File: src/rtl/adder_share_arbiter.sv
`default_nettype none
// ============================================================================
// Module      : adder_share_arbiter
// Description : Round-robin arbiter/sequencer that time-shares one external
//               combinational adder among NUM_REQ requesters. One operation
//               is in flight at a time: accept -> settle -> respond.
// Revision    : 1.0 - initial release
// ============================================================================
module adder_share_arbiter #(
  parameter int NUM_REQ = 4,
  parameter int WIDTH   = 32,
  parameter int ID_W    = 2
) (
  input  logic                     clk,
  input  logic                     rst_n,
  input  logic [NUM_REQ-1:0]       req_valid_i,
  output logic [NUM_REQ-1:0]       req_ready_o,
  input  logic [NUM_REQ*WIDTH-1:0] req_a_i,
  input  logic [NUM_REQ*WIDTH-1:0] req_b_i,
  input  logic [NUM_REQ-1:0]       req_cin_i,
  output logic [WIDTH-1:0]         add_a_o,
  output logic [WIDTH-1:0]         add_b_o,
  output logic                     add_cin_o,
  input  logic [WIDTH-1:0]         add_sum_i,
  input  logic                     add_overflow_i,
  output logic                     resp_valid_o,
  input  logic                     resp_ready_i,
  output logic [ID_W-1:0]          resp_id_o,
  output logic [WIDTH-1:0]         resp_sum_o,
  output logic                     resp_overflow_o
);

  typedef enum logic [1:0] {
    S_IDLE  = 2'd0,
    S_ISSUE = 2'd1,
    S_RESP  = 2'd2
  } state_t;

  state_t state_q, state_d;

  logic [ID_W-1:0]  ptr_q, ptr_d;
  logic [ID_W-1:0]  id_q, id_d;
  logic [WIDTH-1:0] a_q, a_d;
  logic [WIDTH-1:0] b_q, b_d;
  logic             cin_q, cin_d;
  logic             rv_q, rv_d;
  logic [ID_W-1:0]  rid_q, rid_d;
  logic [WIDTH-1:0] sum_q, sum_d;
  logic             ovf_q, ovf_d;

  logic             grant_any;
  logic [ID_W-1:0]  grant_id;
  logic [WIDTH-1:0] req_a_arr [NUM_REQ];
  logic [WIDTH-1:0] req_b_arr [NUM_REQ];

  // Unpack the flat operand buses into per-requester lanes.
  for (genvar gi = 0; gi < NUM_REQ; gi++) begin : g_lane
    assign req_a_arr[gi] = req_a_i[gi*WIDTH +: WIDTH];
    assign req_b_arr[gi] = req_b_i[gi*WIDTH +: WIDTH];
  end

  // Round-robin scan: first valid requester at or after the pointer, wrapping.
  always_comb begin
    logic [ID_W:0]   cand;
    logic [ID_W-1:0] idx;
    grant_any = 1'b0;
    grant_id  = '0;
    cand      = '0;
    idx       = '0;
    for (int k = 0; k < NUM_REQ; k++) begin
      cand = {1'b0, ptr_q} + (ID_W+1)'(k);
      if (cand >= (ID_W+1)'(NUM_REQ)) begin
        cand = cand - (ID_W+1)'(NUM_REQ);
      end
      idx = cand[ID_W-1:0];
      if (!grant_any && req_valid_i[idx]) begin
        grant_any = 1'b1;
        grant_id  = idx;
      end
    end
  end

  // Next-state, operand capture and handshake decode for the sequencer.
  always_comb begin
    state_d     = state_q;
    ptr_d       = ptr_q;
    id_d        = id_q;
    a_d         = a_q;
    b_d         = b_q;
    cin_d       = cin_q;
    rv_d        = rv_q;
    rid_d       = rid_q;
    sum_d       = sum_q;
    ovf_d       = ovf_q;
    req_ready_o = '0;
    case (state_q)
      S_IDLE: begin
        // Ready is suppressed while reset is held so nothing is handed off.
        if (grant_any && rst_n) begin
          req_ready_o[grant_id] = 1'b1;
          a_d     = req_a_arr[grant_id];
          b_d     = req_b_arr[grant_id];
          cin_d   = req_cin_i[grant_id];
          id_d    = grant_id;
          ptr_d   = (grant_id == ID_W'(NUM_REQ-1)) ? '0 : grant_id + 1'b1;
          state_d = S_ISSUE;
        end
      end
      S_ISSUE: begin
        // Operands have been on the adder for a full cycle; capture result.
        sum_d   = add_sum_i;
        ovf_d   = add_overflow_i;
        rid_d   = id_q;
        rv_d    = 1'b1;
        state_d = S_RESP;
      end
      S_RESP: begin
        if (resp_ready_i) begin
          rv_d    = 1'b0;
          state_d = S_IDLE;
        end
      end
      default: begin
        state_d = S_IDLE;
      end
    endcase
  end

  // State and datapath registers with synchronous active-low reset.
  always_ff @(posedge clk) begin
    if (!rst_n) begin
      state_q <= S_IDLE;
      ptr_q   <= '0;
      id_q    <= '0;
      a_q     <= '0;
      b_q     <= '0;
      cin_q   <= 1'b0;
      rv_q    <= 1'b0;
      rid_q   <= '0;
      sum_q   <= '0;
      ovf_q   <= 1'b0;
    end else begin
      state_q <= state_d;
      ptr_q   <= ptr_d;
      id_q    <= id_d;
      a_q     <= a_d;
      b_q     <= b_d;
      cin_q   <= cin_d;
      rv_q    <= rv_d;
      rid_q   <= rid_d;
      sum_q   <= sum_d;
      ovf_q   <= ovf_d;
    end
  end

  assign add_a_o         = a_q;
  assign add_b_o         = b_q;
  assign add_cin_o       = cin_q;
  assign resp_valid_o    = rv_q;
  assign resp_id_o       = rid_q;
  assign resp_sum_o      = sum_q;
  assign resp_overflow_o = ovf_q;

endmodule
`default_nettype wire
File: config.mk
export PLATFORM = sky130hd
export DESIGN_NAME = adder_share_arbiter
export DESIGN_NICKNAME = d
export VERILOG_FILES = /design/src/rtl/adder_share_arbiter.sv
export SDC_FILE = /design/constraint.sdc
export NUM_CORES = 1
export LEC_CHECK = 0
export BUFFER_PORTS_ARGS = -buffer_cell sky130_fd_sc_hd__buf_2
export CAP_MARGIN = 20
export CORE_AREA = 2 2 158 160
export CTS_CLUSTER_SIZE = 20
export DETAILED_ROUTE_END_ITERATION = 12
export DIE_AREA = 0 0 160 162
export GPL_ROUTABILITY_DRIVEN = 0
export GPL_TIMING_DRIVEN = 0
export RECOVER_POWER = 25
export SYNTH_ARGS = -nofsm -noshare
export SYNTH_HDL_FRONTEND = slang
export SYNTH_SLANG_ARGS = --single-unit
File: constraint.sdc
create_clock -name clk -period 2.3 [get_ports clk]
set_input_delay 0.345 -clock clk [delete_from_list [all_inputs] [get_ports clk]]
set_output_delay 0.345 -clock clk [all_outputs]
set_load 0.01 [all_outputs]
==> impl_metrics.ini, run 1 <==
[worst_hold_path]
hold_class = primary input to flop

[timing]
tightest_slew_ns = 0.6820
worst_slack_ns = 0.04460
fin_crit_sh_pct = 98.06
rsz0062_at_grt = yes
slew_violations = 0
fmax_mhz = 443.4
skew_ns = 0.01441
hold_violations = 0
finalSetupViolCount = 0
max-slew-margin-rel_pct = 54.53
period_minus_slack_ns = 2.255

[clock_tree]
clockBufferDepth = 2
cts_tree = done
cts_root_buf = clkbuf_16
htree_levels = 3
postCtsHoldBufs = 0
insertion_delay_ns = 0.36
numCtsBuffers = 9
clk_pin_slew_ns = 0.09
cts_sinks = 107

[grt]
grt_overflow = 0
antenna_found_initial = 0
grt_pass1_vias = 6741
grt_pass1_wl_um = 37710
grt_max_degree = 23
grtUsageTotal_pct = 18.61

[synth]
syn_area_mm2 = 0.005858
synth.avg_cell_area_um2 = 8.205
synth_cell_type_count = 35
synth-edff-count = 0
yosys_warnings = 0
ys_seq_area_share_pct = 36.57
synth_nets = 1015
synthArstFlopShare_pct = 0
synth_cells = 714
synth-seq-cells = 107
synth-main-ff-cell = dfxtp_1

[routing]
route.detailed.drc = 0
avgRoutedWirePerCell_um = 17.16
dr.pass1.iters = 4
vias = 6844
detail-route-antenna-nets = 0
via_per_inst = 4.672
wl_um = 25140
drtIter0Drc = 449

[worst_setup_path]
endpoint_kind = output pin
worstPathArrival_ns = 1.91
cp.required_ns = 1.96
path_max_fanout = 10
crit_type = flop to output pin
critPathLaunchType = flop

[placed_design]
dp_hpwl_um = 19850
place_ws_ns = -0.4077
place_area_mm2 = 0.008285
io_buffers = 404

[cells_and_area]
drive_gt1_share_pct = 38.74
final_common_cell = buf_2
fin_nets = 1437
fin_util_pct = 36.04
antenna_cells = 0
area_delta_synth_final_pct = 48.31
mostFrequentLayoutCells = buf_2, nand2_1, dfxtp_1
final_area_mm2 = 0.008688

[power]
p_leak_nw = 4.075
cellPowerDensity_mw_per_mm2 = 738.3
vdd_drop_max_mv = 0.3018

[floorplan]
ioPinCount = 405
die_x_um = 160
fp.dieH_um = 162
row_count = 57
die_area_mm2 = 0.02592
start_util_pct = 24.30
core-area_mm2 = 0.02411

[status]
status = complete, no violations

[job]
maxCapViolations = 0
## Yosys cell counts (5+ instances only)
| library cell | count | area (um^2) |
|---|---|---|
| nand2_1 | 141 | 529.3 |
| dfxtp_1 | 107 | 2142 |
| mux2i_1 | 66 | 660.6 |
| o211ai_1 | 55 | 412.9 |
| and3_1 | 42 | 262.8 |
| a21boi_0 | 41 | 307.8 |
| clkbuf_1 | 37 | 138.9 |
| a21oi_1 | 36 | 180.2 |
| o21ai_0 | 29 | 145.1 |
| o21ai_1 | 29 | 145.1 |
| a21o_1 | 25 | 187.7 |
| nand3_1 | 25 | 125.1 |
| buf_2 | 19 | 95.09 |
| o211ai_2 | 10 | 125.1 |
| o21ai_2 | 10 | 87.58 |
| buf_1 | 6 | 22.52 |
| nor2_1 | 5 | 18.77 |
## metrics by stage
stage	hold slack [ns]	std cells	TNS, ns	total power, mW
final	0.2117	1465	0	6.415
after global routing	0.1934	1465	-0.09486	6.817
after floorplan	0.4227	714	0	3.716
after CTS	0.1976	1463	-0.2738	6.499
after global placement	0.4387	1442	-16.07	4.719
after detailed placement	0.4427	1442	-17.85	4.746
## worst paths after layout
path | from | endpoint | slack, ns | cells past startpoint
max | ptr_q[1]$_SDFFE_PN0P_ | req_ready_o[3] | 0.04 | 8
min | add_sum_i[19] | resp_sum_o[19]$_SDFFE_PN0P_ | 0.21 | 3
max reg2reg | ptr_q[0]$_SDFFE_PN0P_ | add_a_o[2]$_SDFFE_PN0P_ | 0.20 | 8
min reg2reg | id_q[0]$_SDFFE_PN0P_ | id_q[0]$_SDFFE_PN0P_ | 0.45 | 2
## sequential cells by signal, indices dropped and copies added (netlist names), 2 cells and up
name	cells
id_q	2
resp_sum_o	32
add_b_o	32
state_q	2
add_a_o	32
resp_id_o	2
ptr_q	2
## layer usage
layer	wire (um)	global-route usage, %	vias up
met5	0	0	-
met4	303	4.423	0
met3	1662	4.162	24
met2	12300	32.70	311
met1	10870	23.23	3116
li1	-	-	3393
## logic make-up after synthesis
family,count (synthesis),synth area share (%)
AND/OR/NAND/NOR,229,18.11
adder cells (fa/ha/maj),1,0.2135
multiplexers,66,11.28
flip-flops,107,36.57
AO/OA/AOI/OAI,241,28.43
buffers and inverters,70,5.404
## report_power, final
group | internal (mW) | switching [mW] | total (mW) | leakage (nW)
combinational | 1.01 | 1.39 | 2.40 | 3.04
clock | 0.791 | 0.885 | 1.68 | 0.152
sequential | 2.17 | 0.173 | 2.34 | 0.882
total | 3.97 | 2.45 | 6.41 | 4.07
## worst max-delay path, cell delays in order, from the launching register on
cell and delay (ns):
dfxtp_4 0.39, nand2_1 0.05, a211o_1 0.34, nand2_4 0.12, inv_6 0.07, buf_12 0.15, ha_1 0.17, and2_1 0.13
buf_2 0.14
## cell type report
class | instances | area (um^2)
Fill cell | 2610 | 15420
Clock buffer | 9 | 225.2
Inverter | 4 | 20.02
Tap cell | 324 | 405.4
Buffer | 64 | 321.6
Multi-Input combinational cell | 537 | 3443
Timing Repair Buffer | 413 | 2032
Sequential cell | 107 | 2150
Clock inverter | 7 | 91.34
## timing repair
| action | CTS | global route |
|---|---|---|
| buffers inserted | 6 | 3 |
| pin swaps | 5 | 3 |
| gates resized for setup | 18 | 16 |
| endpoints found under the setup margin | 67 | 8 |
| cloned | 0 | 0 |
Note: power is estimated with default switching activity, not from simulation.
==> inputs of run 2 (changes only) <==
--- a/config.mk
+++ b/config.mk
@@ -13,6 +13,7 @@
 export DIE_AREA = 0 0 160 162
 export GPL_ROUTABILITY_DRIVEN = 0
 export GPL_TIMING_DRIVEN = 0
+export MAX_ROUTING_LAYER = met4
 export RECOVER_POWER = 25
 export SYNTH_ARGS = -nofsm -noshare
 export SYNTH_HDL_FRONTEND = slang
==> run 2 against run 1 <==
Sequential share of layout area stayed put. Hold slack improved by 0.0019 ns. Power hardly changed. Non-clock buffer count did not move. Combinational power about the same. Highest routed layer unchanged. Setup slack better by 0.0029 ns. Clock skew rose by 0.00093 ns. Sequential power is essentially flat.
==> impl_metrics.ini, run 2 (synthesis gave the netlist of run 1 again) <==
[cells_and_area]
antenna_cells = 0
mostFrequentLayoutCells = buf_2, nand2_1, dfxtp_1
multi_input_area_mm2 = 0.003443
regArea_mm2 = 0.002150
area_delta_synth_final_pct = 48.31
stdcell_count = 1465
drive_gt1_share_pct = 38.74
final_common_cell = buf_2
fin_nets = 1437
fillers = 2610
fin_util_pct = 36.04

[worst_setup_path]
worstPathArrival_ns = 1.91
path_max_fanout = 10
crit_type = flop to output pin
endpoint_kind = output pin
critPathLaunchType = flop
cp.required_ns = 1.96

[floorplan]
fp.dieH_um = 162
ioPinCount = 405
row_count = 57
core-area_mm2 = 0.02411
start_util_pct = 24.30
die_x_um = 160
die_area_mm2 = 0.02592

[grt]
grtUsageTotal_pct = 19.19
grt_pass1_wl_um = 37710
grt_pass1_vias = 6760
grt_max_degree = 23
antenna_found_initial = 0
grt_overflow = 0

[routing]
dr.pass1.iters = 5
via_per_inst = 4.667
route.detailed.drc = 0
vias = 6837
avgRoutedWirePerCell_um = 17.18
detail-route-antenna-nets = 0
drtIter0Drc = 490
wl_um = 25180

[placed_design]
post-place-cells = 1442
io_buffers = 404
dp_hpwl_um = 19850
place_ws_ns = -0.4077

[timing]
finalSetupViolCount = 0
fmax_mhz = 443.9
fin_crit_sh_pct = 97.94
hold_slack_ns = 0.2136
rsz0062_at_grt = yes
period_minus_slack_ns = 2.253
slew_violations = 0
worst_slack_ns = 0.04748
tightest_slew_ns = 0.6630
hold_violations = 0
skew_ns = 0.01534
max-slew-margin-rel_pct = 55.80

[worst_hold_path]
hold_class = primary input to flop

[clock_tree]
clockBufferDepth = 2
postCtsHoldBufs = 0
cts_root_buf = clkbuf_16
cts_tree = done
htree_levels = 3
clk_pin_slew_ns = 0.09
numCtsBuffers = 9
insertion_delay_ns = 0.36
cts_sinks = 107

[power]
cellPowerDensity_mw_per_mm2 = 738.2
finalPower_mw = 6.414
p_leak_nw = 4.075
vdd_drop_max_mv = 0.3030

[status]
status = complete, no violations

[job]
maxCapViolations = 0
==> run 2: stage by stage <==
stage,TNS (ns),instance area (um^2)
2_1_floorplan,0,5858
3_3_place_gp,-16.07,8285
3_5_place_dp,-17.85,8285
4_1_cts,-0.2738,8695
5_1_grt,-0.09486,8688
6_report,0,8688
==> run 2: what timing repair did <==
action	4_1_cts	5_1_grt
resized for setup	18	16
pin swaps	5	3
endpoints found under the setup margin	67	8
cloned	0	0
endpoints found under the hold margin	0	0
setup buffers	6	3
==> run 2: final timing paths <==
kind,startpoint,endpoint,slack (ns),cells after the start
worst min-delay path,add_sum_i[19],resp_sum_o[19]$_SDFFE_PN0P_,0.21,3
worst max-delay path,ptr_q[1]$_SDFFE_PN0P_,req_ready_o[3],0.05,8
worst max register to register,ptr_q[0]$_SDFFE_PN0P_,add_a_o[15]$_SDFFE_PN0P_,0.22,8
worst min register to register,id_q[0]$_SDFFE_PN0P_,id_q[0]$_SDFFE_PN0P_,0.45,2
==> run 2: cell type report <==
type,count,area share [%]
multi-input cells,537,39.63
well taps,324,4.666
flip-flops and latches,107,24.74
clock buffers,9,2.592
plain buffers,64,3.701
repair buffers,413,23.39
clock inverters,7,1.051
inverters,4,0.2304
==> run 2: critical path, stage by stage, from the launching register on <==
cell     delay [ns]
dfxtp_4        0.39
nand2_1        0.05
a211o_1        0.34
nand2_4        0.12
inv_6          0.07
buf_12         0.15
ha_1           0.17
and2_1         0.13
buf_2          0.14
==> run 2: where the power goes <==
part           internal (mW)  total (mW)  switching [mW]
Combinational           1.01        2.40            1.39
Clock                  0.791        1.67           0.882
Sequential              2.17        2.34           0.175
Total                   3.97        6.41            2.45
==> run 2: per-layer routing <==
metal,GRT usage (%),routed length (um),vias to the layer above
met2,32.68,12290,295
met1,23.59,11120,3129
met4,4.423,325,0
li1,-,-,3390
met3,3.703,1442,23
met5,-,0,-
==> inputs of run 3 (changes only) <==
--- a/config.mk
+++ b/config.mk
@@ -12,7 +12,6 @@
 export DETAILED_ROUTE_END_ITERATION = 12
 export DIE_AREA = 0 0 160 162
 export GPL_ROUTABILITY_DRIVEN = 0
-export GPL_TIMING_DRIVEN = 0
 export MAX_ROUTING_LAYER = met4
 export RECOVER_POWER = 25
 export SYNTH_ARGS = -nofsm -noshare
==> run 3 against run 2 <==
Power fell by 3.0%. First-iteration DRC count fell by 33%. Combinational power fell by 5%. Register-to-register slack improved by 0.23 ns. Flip-flop and latch count did not move. Hold slack improved by 0.00079 ns. Critical path depth fell by 3. Via count fell by 3.4%. Fmax rose by 2.5%. Critical endpoint is now req_ready_o[2].
==> impl_metrics.ini, run 3 (synthesis gave the netlist of run 1 again) <==
[timing]
tns_ns = 0
tightest_slew_ns = 0.7457
finalSetupViolCount = 0
max-slew-margin-rel_pct = 50.29
period_minus_slack_ns = 2.199
fmax_mhz = 454.8
slew_violations = 0
skew_ns = 0.02114
fin_crit_sh_pct = 95.59
hold_violations = 0
rsz0062_at_grt = no

[cells_and_area]
area_delta_synth_final_pct = 45.19
fin_nets = 1386
mostFrequentLayoutCells = buf_2, nand2_1, dfxtp_1
multi_input_area_mm2 = 0.003425
drive_gt1_share_pct = 39.36
fillers = 2629
stdcell_count = 1414
regArea_mm2 = 0.002146
antenna_cells = 0
final_common_cell = buf_2
fin_util_pct = 35.29

[floorplan]
die_x_um = 160
core-area_mm2 = 0.02411
row_count = 57
ioPinCount = 405
die_area_mm2 = 0.02592
fp.dieH_um = 162
start_util_pct = 24.30

[clock_tree]
clockBufferDepth = 2
cts_setup_buffers = 0
insertion_delay_ns = 0.36
postCtsHoldBufs = 0
numCtsBuffers = 9
cts_root_buf = clkbuf_16
clk_pin_slew_ns = 0.09
cts_sinks = 107
htree_levels = 3
cts_tree = done

[worst_setup_path]
endpoint_kind = output pin
worstPathArrival_ns = 1.85
critPathLaunchType = flop
path_cells = nor2b_2, or4_1, and3_2, and2_1, buf_2
r2r_slack_ns = 0.45
crit_type = flop to output pin
crit_slowest_cell = or4_1
max_stage_delay_ns = 0.44
cp.required_ns = 1.96
path_max_fanout = 3

[routing]
route.detailed.drc = 0
avgRoutedWirePerCell_um = 15.87
detail-route-antenna-nets = 0
via_per_inst = 4.672
wl_um = 22440
dr.pass1.iters = 4
vias = 6606
drtIter0Drc = 329

[status]
status = complete, no violations

[power]
cellPowerDensity_mw_per_mm2 = 731.6
p_sw_mw = 2.295
combPwrFrac_pct = 36.4
vdd_drop_max_mv = 0.2831
p_int_mw = 3.928
seq_power_share_pct = 37.6
p_leak_nw = 4.001
power_frac_clock_pct = 26.0
switching_share_pct = 36.88

[job]
maxCapViolations = 0

[grt]
grt_overflow = 0
grt_pass1_wl_um = 33920
grt_max_degree = 84
antenna_found_initial = 0
grtUsageTotal_pct = 16.98
grt_pass1_vias = 6308

[placed_design]
dp_hpwl_um = 16850
post-place-cells = 1398
io_buffers = 404

[worst_hold_path]
hold_class = primary input to flop
-- run 3: changes by cell type in the layout (fill, tap and decap cells not counted), sizes merged --
cell    before  now
buf        391  375
clkbuf      95   60
clkinv       4    5
inv          7    6
-- run 3: layout make-up --
class | count | area share, %
clock inverter | 7 | 1.074
sequential | 107 | 25.23
clock buffer | 9 | 2.648
multi-input combinational | 537 | 40.26
timing repair buffer | 426 | 25.82
inverter | 4 | 0.2059
tap | 324 | 4.766
-- run 3: critical path, delay by kind of cell (launching register included) --
| family | cells | cell delay, ns |
|---|---|---|
| AND/OR/NAND/NOR | 4 | 0.94 |
| buffers and inverters | 1 | 0.15 |
| flip-flops | 1 | 0.42 |
-- run 3: final timing paths --
check,start,endpoint,cells after the start
max,ptr_q[0]$_SDFFE_PN0P_,req_ready_o[2],5
min,add_sum_i[24],resp_sum_o[24]$_SDFFE_PN0P_,3
min reg2reg,id_q[0]$_SDFFE_PN0P_,id_q[0]$_SDFFE_PN0P_,2
max reg2reg,ptr_q[0]$_SDFFE_PN0P_,add_b_o[27]$_SDFFE_PN0P_,6
-- run 3: repair_timing --
item | in CTS | in global routing
cloned | 0 | 0
pin swaps | 0 | 0
resized for setup | 1 | 5
setup endpoints to repair | 1 | 1
-- run 3: power by group through the flow --
stage	combinational, mW	clock (mW)	sequential [mW]
after global routing	2.50	1.77	2.38
final	2.27	1.62	2.34
after global placement	2.32	0	2.36
after detailed placement	2.33	0	2.37
after floorplan	1.22	0	2.50
after CTS	2.34	1.71	2.33
-- run 3: routing by layer --
| metal | part of all wire, % | track usage (%) | up-vias |
|---|---|---|---|
| li1 | - | - | 3284 |
| met1 | 43 | 20.78 | 3013 |
| met2 | 49 | 28.55 | 286 |
| met3 | 7.0 | 3.677 | 23 |
| met4 | 1.5 | 4.300 | 0 |
| met5 | 0 | - | - |
-- run 3: per-stage QoR --
stage	setup slack (ns)	area, um^2	power (mW)	hold slack (ns)
floorplan	0.3812	5858	3.716	0.4227
finish	0.1014	8506	6.222	0.2144
global route	0.02320	8506	6.640	0.1961
global placement	0.2990	8242	4.677	0.4347
CTS	0.01146	8559	6.374	0.1911
detailed placement	0.2542	8242	4.702	0.4359
